### config.mk
export PLATFORM = sky130hd
export DESIGN_NAME = gate2_seq_ctrl
export DESIGN_NICKNAME = d
export VERILOG_FILES = /design/src/rtl/gate2_seq_ctrl_pkg.sv /design/src/rtl/gate2_seq_timer.sv /design/src/rtl/gate2_seq_ctrl.sv
export SDC_FILE = /design/constraint.sdc
export NUM_CORES = 1
export LEC_CHECK = 0
export CAP_MARGIN = 5
export CORE_UTILIZATION = 44
export CTS_CLUSTER_DIAMETER = 200
export DETAILED_ROUTE_END_ITERATION = 7
export PLACE_DENSITY = 0.68
export SETUP_SLACK_MARGIN = 0.2
export SYNTH_ARGS = -nofsm -noshare
export SYNTH_HDL_FRONTEND = slang
export SYNTH_HIERARCHICAL = 1
export SYNTH_SLANG_ARGS = --single-unit
### constraint.sdc
create_clock -name clk -period 3 [get_ports clk]
set_input_delay 0.75 -clock clk [delete_from_list [all_inputs] [get_ports clk]]
set_output_delay 0.75 -clock clk [all_outputs]
set_load 0.05 [all_outputs]
### src/rtl/gate2_seq_ctrl_pkg.sv
// Shared definitions for the gate2 self-test sequencer.
//   - FSM state encoding
//   - z bit-index names for the gate bank outputs
//   - vector table ({a,b} per vector index) and expected z per vector
package gate2_seq_ctrl_pkg;

    typedef enum logic [2:0] {
        ST_IDLE   = 3'd0,
        ST_SETTLE = 3'd1,
        ST_CHECK  = 3'd2,
        ST_HOLD   = 3'd3,
        ST_DONE   = 3'd4
    } state_t;

    // Bit positions within gate2.z
    localparam int Z_AND  = 0;
    localparam int Z_NAND = 1;
    localparam int Z_OR   = 2;
    localparam int Z_NOR  = 3;
    localparam int Z_XOR  = 4;
    localparam int Z_XNOR = 5;

    localparam logic [1:0] LAST_VEC = 2'd3;

    // Vector table, returned as {a,b}: 0:00 1:10 2:01 3:11
    function automatic logic [1:0] vec_ab(input logic [1:0] idx);
        case (idx)
            2'd0:    vec_ab = 2'b00;
            2'd1:    vec_ab = 2'b10;
            2'd2:    vec_ab = 2'b01;
            default: vec_ab = 2'b11;
        endcase
    endfunction

    // Expected z for each vector of the table above
    function automatic logic [5:0] exp_z(input logic [1:0] idx);
        case (idx)
            2'd0:    exp_z = 6'h2A;
            2'd1:    exp_z = 6'h16;
            2'd2:    exp_z = 6'h16;
            default: exp_z = 6'h25;
        endcase
    endfunction

endpackage

### src/rtl/gate2_seq_timer.sv
// Loadable down-counter used to time the SETTLE and HOLD phases.
//   clk      in  rising-edge clock
//   clr_n    in  asynchronous active-low reset
//   load     in  load load_val on this edge (takes priority over counting)
//   load_val in  value loaded; the phase lasts load_val+1 cycles
//   expire   out high while the count is zero
module gate2_seq_timer #(
    parameter int W = 2
) (
    input  logic         clk,
    input  logic         clr_n,
    input  logic         load,
    input  logic [W-1:0] load_val,
    output logic         expire
);

    logic [W-1:0] count_reg;

    always_ff @(posedge clk or negedge clr_n) begin
        if (!clr_n) begin
            count_reg <= '0;
        end else if (load) begin
            count_reg <= load_val;
        end else if (count_reg != '0) begin
            // Saturates at zero so the count never wraps into the next phase
            count_reg <= count_reg - 1'b1;
        end
    end

    assign expire = (count_reg == '0);

endmodule

### src/rtl/gate2_seq_ctrl.sv
// Self-test sequencer for the 2-input gate bank. On start it walks a/b
// through the four input vectors, samples z after SETTLE_CYCLES, compares
// against the truth table, holds each vector HOLD_CYCLES, then pulses done
// with pass / err_mask.
// Optional first-failure log: define GATE2_SEQ_ERRLOG_EN to add the
// fail_valid / fail_vec / fail_z ports.
// Ports:
//   clk, clr_n        clock, asynchronous active-low reset
//   start             level, sampled only in IDLE
//   a_out, b_out      drive gate2.a / gate2.b
//   z_in[5:0]         gate2.z (AND, NAND, OR, NOR, XOR, XNOR from bit 0)
//   busy              run in progress (not during DONE)
//   vec_idx[1:0]      current vector index
//   done              one-cycle end-of-run pulse
//   pass              all vectors matched; held until next start
//   err_mask[5:0]     accumulated mismatching z bits
module gate2_seq_ctrl
    import gate2_seq_ctrl_pkg::*;
#(
    parameter int SETTLE_CYCLES = 2,
    parameter int HOLD_CYCLES   = 20
) (
    input  logic       clk,
    input  logic       clr_n,
    input  logic       start,
    output logic       a_out,
    output logic       b_out,
    input  logic [5:0] z_in,
    output logic       busy,
    output logic [1:0] vec_idx,
    output logic       done,
    output logic       pass,
`ifdef GATE2_SEQ_ERRLOG_EN
    output logic       fail_valid,
    output logic [1:0] fail_vec,
    output logic [5:0] fail_z,
`endif
    output logic [5:0] err_mask
);

    localparam int MAX_CYC = (SETTLE_CYCLES > HOLD_CYCLES) ? SETTLE_CYCLES : HOLD_CYCLES;
    localparam int CNT_W   = $clog2(MAX_CYC + 1);
    localparam logic [CNT_W-1:0] SETTLE_LOAD = CNT_W'(SETTLE_CYCLES - 1);
    localparam logic [CNT_W-1:0] HOLD_LOAD   = CNT_W'(HOLD_CYCLES - 1);

    state_t           state_reg;
    logic             tmr_load;
    logic [CNT_W-1:0] tmr_load_val;
    logic             tmr_expire;
    logic [5:0]       z_diff;
    logic [1:0]       vec_next;

    assign z_diff   = z_in ^ exp_z(vec_idx);
    assign vec_next = 2'(vec_idx + 2'd1);

    // Timer is reloaded on every transition into a timed phase
    always_comb begin
        tmr_load     = 1'b0;
        tmr_load_val = '0;
        case (state_reg)
            ST_IDLE: begin
                tmr_load     = start;
                tmr_load_val = SETTLE_LOAD;
            end
            ST_CHECK: begin
                tmr_load     = 1'b1;
                tmr_load_val = HOLD_LOAD;
            end
            ST_HOLD: begin
                tmr_load     = tmr_expire && (vec_idx != LAST_VEC);
                tmr_load_val = SETTLE_LOAD;
            end
            default: begin
                tmr_load     = 1'b0;
                tmr_load_val = '0;
            end
        endcase
    end

    gate2_seq_timer #(.W(CNT_W)) u_timer (
        .clk      (clk),
        .clr_n    (clr_n),
        .load     (tmr_load),
        .load_val (tmr_load_val),
        .expire   (tmr_expire)
    );

    always_ff @(posedge clk or negedge clr_n) begin
        if (!clr_n) begin
            state_reg  <= ST_IDLE;
            a_out      <= 1'b0;
            b_out      <= 1'b0;
            busy       <= 1'b0;
            vec_idx    <= 2'd0;
            done       <= 1'b0;
            pass       <= 1'b0;
            err_mask   <= 6'h00;
`ifdef GATE2_SEQ_ERRLOG_EN
            fail_valid <= 1'b0;
            fail_vec   <= 2'd0;
            fail_z     <= 6'h00;
`endif
        end else begin
            done <= 1'b0;
            case (state_reg)
                ST_IDLE: begin
                    if (start) begin
                        state_reg      <= ST_SETTLE;
                        vec_idx        <= 2'd0;
                        {a_out, b_out} <= vec_ab(2'd0);
                        busy           <= 1'b1;
                        pass           <= 1'b0;
                        err_mask       <= 6'h00;
`ifdef GATE2_SEQ_ERRLOG_EN
                        fail_valid     <= 1'b0;
                        fail_vec       <= 2'd0;
                        fail_z         <= 6'h00;
`endif
                    end
                end
                ST_SETTLE: begin
                    if (tmr_expire) begin
                        state_reg <= ST_CHECK;
                    end
                end
                ST_CHECK: begin
                    state_reg <= ST_HOLD;
                    err_mask  <= err_mask | z_diff;
`ifdef GATE2_SEQ_ERRLOG_EN
                    // Only the first mismatching vector of a run is logged
                    if ((z_diff != 6'h00) && !fail_valid) begin
                        fail_valid <= 1'b1;
                        fail_vec   <= vec_idx;
                        fail_z     <= z_in;
                    end
`endif
                end
                ST_HOLD: begin
                    if (tmr_expire) begin
                        if (vec_idx != LAST_VEC) begin
                            state_reg      <= ST_SETTLE;
                            vec_idx        <= vec_next;
                            {a_out, b_out} <= vec_ab(vec_next);
                        end else begin
                            state_reg      <= ST_DONE;
                            done           <= 1'b1;
                            busy           <= 1'b0;
                            pass           <= (err_mask == 6'h00);
                            vec_idx        <= 2'd0;
                            a_out          <= 1'b0;
                            b_out          <= 1'b0;
                        end
                    end
                end
                default: begin
                    // DONE: start is ignored here; back to IDLE next cycle
                    state_reg <= ST_IDLE;
                end
            endcase
        end
    end

endmodule
# ---- After elaboration in Yosys (flattened, before gate mapping)
# Index checks and enable logic that the tools add are counted.
dict set report totals {
  ff_bits 21
  output_inout_bits 13
  ramBits 0
  latchBits 0
  rom_bits 0
  memories 0
  word_cells 75
}
dict set report op_classes {
  reduce_logical 16
  n_eq_ne 12
  div 0
  shift 0
  n_addsub 2
  order_cmp 0
  mul 0
  n_bitwise 2
  n_mux 34
}
# operator count
set op_table {}
lappend op_table {{6-bit case mux with 2 select lines} 2}
lappend op_table {{1-bit 2-to-1 mux} 13}
lappend op_table {{3-bit 2-to-1 mux} 4}
lappend op_table {{3-bit case mux with 4 select lines} 1}
lappend op_table {{5-bit 2-to-1 mux} 2}
lappend op_table {{2-bit != test (second input constant)} 5}
lappend op_table {{5-bit case mux with 2 select lines} 1}
lappend op_table {{1-bit case mux with 2 select lines} 4}
lappend op_table {{3-bit by 2-bit equality test with 1-bit output (second input constant)} 2}
lappend op_table {{6-bit zero test} 1}
lappend op_table {{2-bit 2-to-1 mux} 3}
lappend op_table {{6-bit 2-to-1 mux} 1}
lappend op_table {{6-bit OR} 1}
lappend op_table {{2-bit case mux with 3 select lines} 1}
lappend op_table {{3-bit AND reduction} 2}
lappend op_table {{2-bit nonzero test} 3}
lappend op_table {{6-bit bitwise XOR} 1}
lappend op_table {{5-bit zero test} 1}
lappend op_table {{5-bit nonzero test} 1}
lappend op_table {{5-bit by 1-bit subtractor with 5-bit output (second input constant)} 1}
lappend op_table {{2-bit by 1-bit equality test with 1-bit output (second input constant)} 2}
lappend op_table {{2-bit equality test (second input constant)} 2}
lappend op_table {{2-bit zero test} 2}
lappend op_table {{2-bit case mux with 2 select lines} 1}
lappend op_table {{8 further kinds} 9}

# ---- Longest topological paths before layout
dict set report logic_depth {
  depth_word 6
  mapped_depth 9
  ltp_nobuf 8
}

# ---- Hierarchy
# The synthesis kept the hierarchy.
# mod instances cells_each area_each_um2
set by_module_without_submodules {}
lappend by_module_without_submodules {gate2_seq_ctrl 1 73 797.0}
lappend by_module_without_submodules {gate2_seq_timer 1 27 279.0}

# ---- Worst setup path after synthesis
# OpenSTA, ideal clock, no wires.
dict set report synth_timing {
  path_kind {register to register}
  startpoint {register b_out (netlist name)}
  endpoint {register u_timer.count_reg[4]}
  stages_incl_launch_ff 8
  t_arrival_ns 1.895
  required_ns 2.862
  n_path_buf 2
  slack_ns 0.967
  period_less_slack_ns 2.033
  cell_sequence {dfrtp_1 -> ha_1 -> clkbuf_1 -> nand2b_1 -> a21o_1 -> a21oi_1 -> clkbuf_1 -> o21ai_0}
}
# element line
set synth_rtl {}
lappend synth_rtl {{to (signal assigned)} gate2_seq_timer.sv:23} ;# count_reg <= load_val;
lappend synth_rtl {{to (signal assigned)} gate2_seq_timer.sv:26} ;# count_reg <= count_reg - 1'b1;
lappend synth_rtl {{to (decl)} gate2_seq_timer.sv:17} ;# logic [W-1:0] count_reg;

# ---- Final worst setup path
dict set report layout_timing {
  startpoint {register b_out}
  endpoint {output b_out}
}
# element line
set layout_rtl {}
lappend layout_rtl {{from (decl)} gate2_seq_ctrl.sv:27} ;# output logic b_out,
lappend layout_rtl {{from (signal assigned)} gate2_seq_ctrl.sv:110} ;# {a_out, b_out} <= vec_ab(2'd0);
lappend layout_rtl {{from (signal assigned)} gate2_seq_ctrl.sv:143} ;# {a_out, b_out} <= vec_ab(vec_next);
# No word-level cell between the ends.

==> flow_summary.json <==
{
  "status": "finished clean",
  "largest_register_ffs": 6,
  "initial_core_util": 0.477,
  "fill_cells": 216,
  "grt_use_total": 0.188,
  "tritoncts.num_buffers": 3,
  "io_buffers": 21,
  "final_cell_mix": "clkdlybuf4s50_1, dfrtp_1, nand2_1",
  "worstSetupEndpointType": "output pin",
  "syn_area_sq_um": 1080,
  "wl_microns": 2010,
  "hold_violations": 0,
  "slew_viol_final": 0,
  "critPathMaxStageDelay_ns": 0.84,
  "die_area_sq_um": 2650,
  "clock_path_buffers": 2,
  "path_clk_slew_ns": 0.11,
  "fmax_mhz": 427,
  "layout_commonest_cell": "clkdlybuf4s50_1",
  "power_density_nw_per_um2": 1120,
  "final_nets": 138,
  "grt_pass1_wl_microns": 3620,
  "drive_gt1_frac": 0.107,
  "worstHoldStart": "a_out$_DFFE_PN0P_",
  "n_antenna_cell": 0,
  "cp_slowest_cell": "clkdlybuf4s50_1",
  "ys_seq_area_frac": 0.465,
  "path_delay_family": "buffers and inverters",
  "placedCellCount": 147,
  "holdPathEnd": "a_out$_DFFE_PN0P_",
  "whs_ns": 0.496,
  "die_x_microns": 51.5,
  "drtIter0Drc": 9,
  "io_pins": 22,
  "skew_ns": 0.0113,
  "antenna_found_initial": 0,
  "drc": 0,
  "num_vias": 787,
  "r2r-start": "u_timer/count_reg[0]$_DFFE_PN0P_",
  "async_flop_share": 1.00,
  "synthesis.instances": 100,
  "multiInputGateArea_sq_um": 518,
  "cts-resized-gates": 0,
  "fin_crit_sh": 0.780,
  "worstMarginPinSlew_ns": 0.571,
  "crit_path_max_fanout": 6,
  "maxSlewHeadroom": 0.618,
  "rrSetupSlack_ns": 1.11,
  "coreArea_sq_um": 2250,
  "vias_per_cell": 5.25,
  "cts_setup_buffers": 0,
  "whs_path_depth": 1,
  "first_pass_iters": 4,
  "reg2reg_depth": 9,
  "rows": 17,
  "critPathKind": "reg -> out",
  "critical_path_arrival_ns": 1.59,
  "clockRootBuffer": "clkbuf_4",
  "rsz0062_at_grt": "false",
  "place.detailed.hpwl_microns": 1510,
  "area.growth.synth_to_final_pct": 24.1,
  "die_y_microns": 51.5,
  "power_mw": 1.50,
  "avgSynthCellArea_sq_um": 10.8,
  "drv_cap": 0,
  "required_ns": 2.25,
  "peakVddDrop_mv": 0.672,
  "register_area_sq_um": 500,
  "ys_warn_count": 6,
  "antenna_left": 0,
  "start_kind": "flip-flop",
  "synth_top_cell_area_share": 0.465,
  "p_leak_nw": 0.581,
  "ys_ff_latch": 20,
  "synth_edf_count": 0,
  "cts_tree": "yes",
  "ys_types": 33,
  "finalSetupViolCount": 0,
  "fin_setup_tns_ns": 0,
  "cp_cell_sequence": "clkdlybuf4s50_1",
  "gr-total-overflow": 0,
  "path_buf_inv": 1,
  "hold_path.class": "reg -> reg",
  "grt_pass1_vias": 800,
  "grt_max_degree": 21,
  "timing.rr.end": "u_timer/count_reg[4]$_DFFE_PN0P_",
  "utilization": 0.592,
  "min_period_ns": 2.34,
  "post_drt_wl_per_cell_microns": 13.4,
  "clk_latency_ns": 0.30,
  "clkSinkCount": 20,
  "hold_buffers": 0,
  "cts_max_level": 1,
  "routabilityCongestion": 0.752,
  "stdcell_count": 150,
  "yosys.area.top_type": "dfrtp_1",
  "synth_area_leaders": "dfrtp_1, ha_1, a22o_1, xnor2_1, nand2_1",
  "ys.flop_type": "dfrtp_1"
}
-- final cells by class --
cell class,instances,area share
Clock buffer,3,0.0169
Inverter,7,0.0197
Multi-Input combinational cell,68,0.388
Sequential cell,20,0.375
Tap cell,28,0.0262
Timing Repair Buffer,24,0.174
-- routing by layer --
| metal | vias to the layer above | GRT usage | part of all wire |
|---|---|---|---|
| met5 | - | 0 | 0 |
| met4 | 0 | 0.0405 | 0.0065 |
| met3 | 2 | 0.0565 | 0.048 |
| met2 | 21 | 0.312 | 0.44 |
| met1 | 370 | 0.240 | 0.51 |
| li1 | 394 | - | - |
-- cell families after synthesis --
kind of cell | count (synthesis) | synth area share
buf+inv | 13 | 0.0570
compound gates | 23 | 0.155
other cells | 1 | 0.00349
flops | 20 | 0.465
xor+xnor | 10 | 0.0814
mux | 2 | 0.0198
simple gates | 26 | 0.160
fa+ha+maj | 5 | 0.0581
-- metrics by stage --
stage | setup WS (ns) | area [sq um]
global placement | 0.762 | 1310
global route | 0.602 | 1340
floorplan | 0.967 | 1080
detailed placement | 0.735 | 1310
finish | 0.660 | 1340
CTS | 0.639 | 1340
-- worst max-delay path by stage --
| stage | from | endpoint | cells after the start |
|---|---|---|---|
| floorplan | b_out$_DFFE_PN0P_ | u_timer/count_reg[4]$_DFFE_PN0P_ | 7 |
| global placement | start | err_mask[3]$_DFFE_PN0P_ | 3 |
| detailed placement | start | err_mask[3]$_DFFE_PN0P_ | 3 |
| CTS | b_out$_DFFE_PN0P_ | b_out | 1 |
| global route | b_out$_DFFE_PN0P_ | b_out | 1 |
| finish | b_out$_DFFE_PN0P_ | b_out | 1 |
-- synth_stat cells (2+ instances only) --
cell type / n
dfrtp_1: 20
nand2_1: 8
a22o_1: 7
inv_1: 7
xnor2_1: 7
ha_1: 5
nor2_1: 5
a21oi_1: 4
and4_1: 3
clkbuf_1: 3
o21ai_0: 3
o31ai_1: 3
xor2_1: 3
a21o_1: 2
nand2b_1: 2
-- report_power, final --
part | switching (mW) | internal [mW] | total [mW]
clock | 0.0768 | 0.0467 | 0.124
sequential | 0.112 | 0.380 | 0.492
combinational | 0.502 | 0.379 | 0.881
total | 0.691 | 0.806 | 1.50
Power figures use the tool's default switching activity.
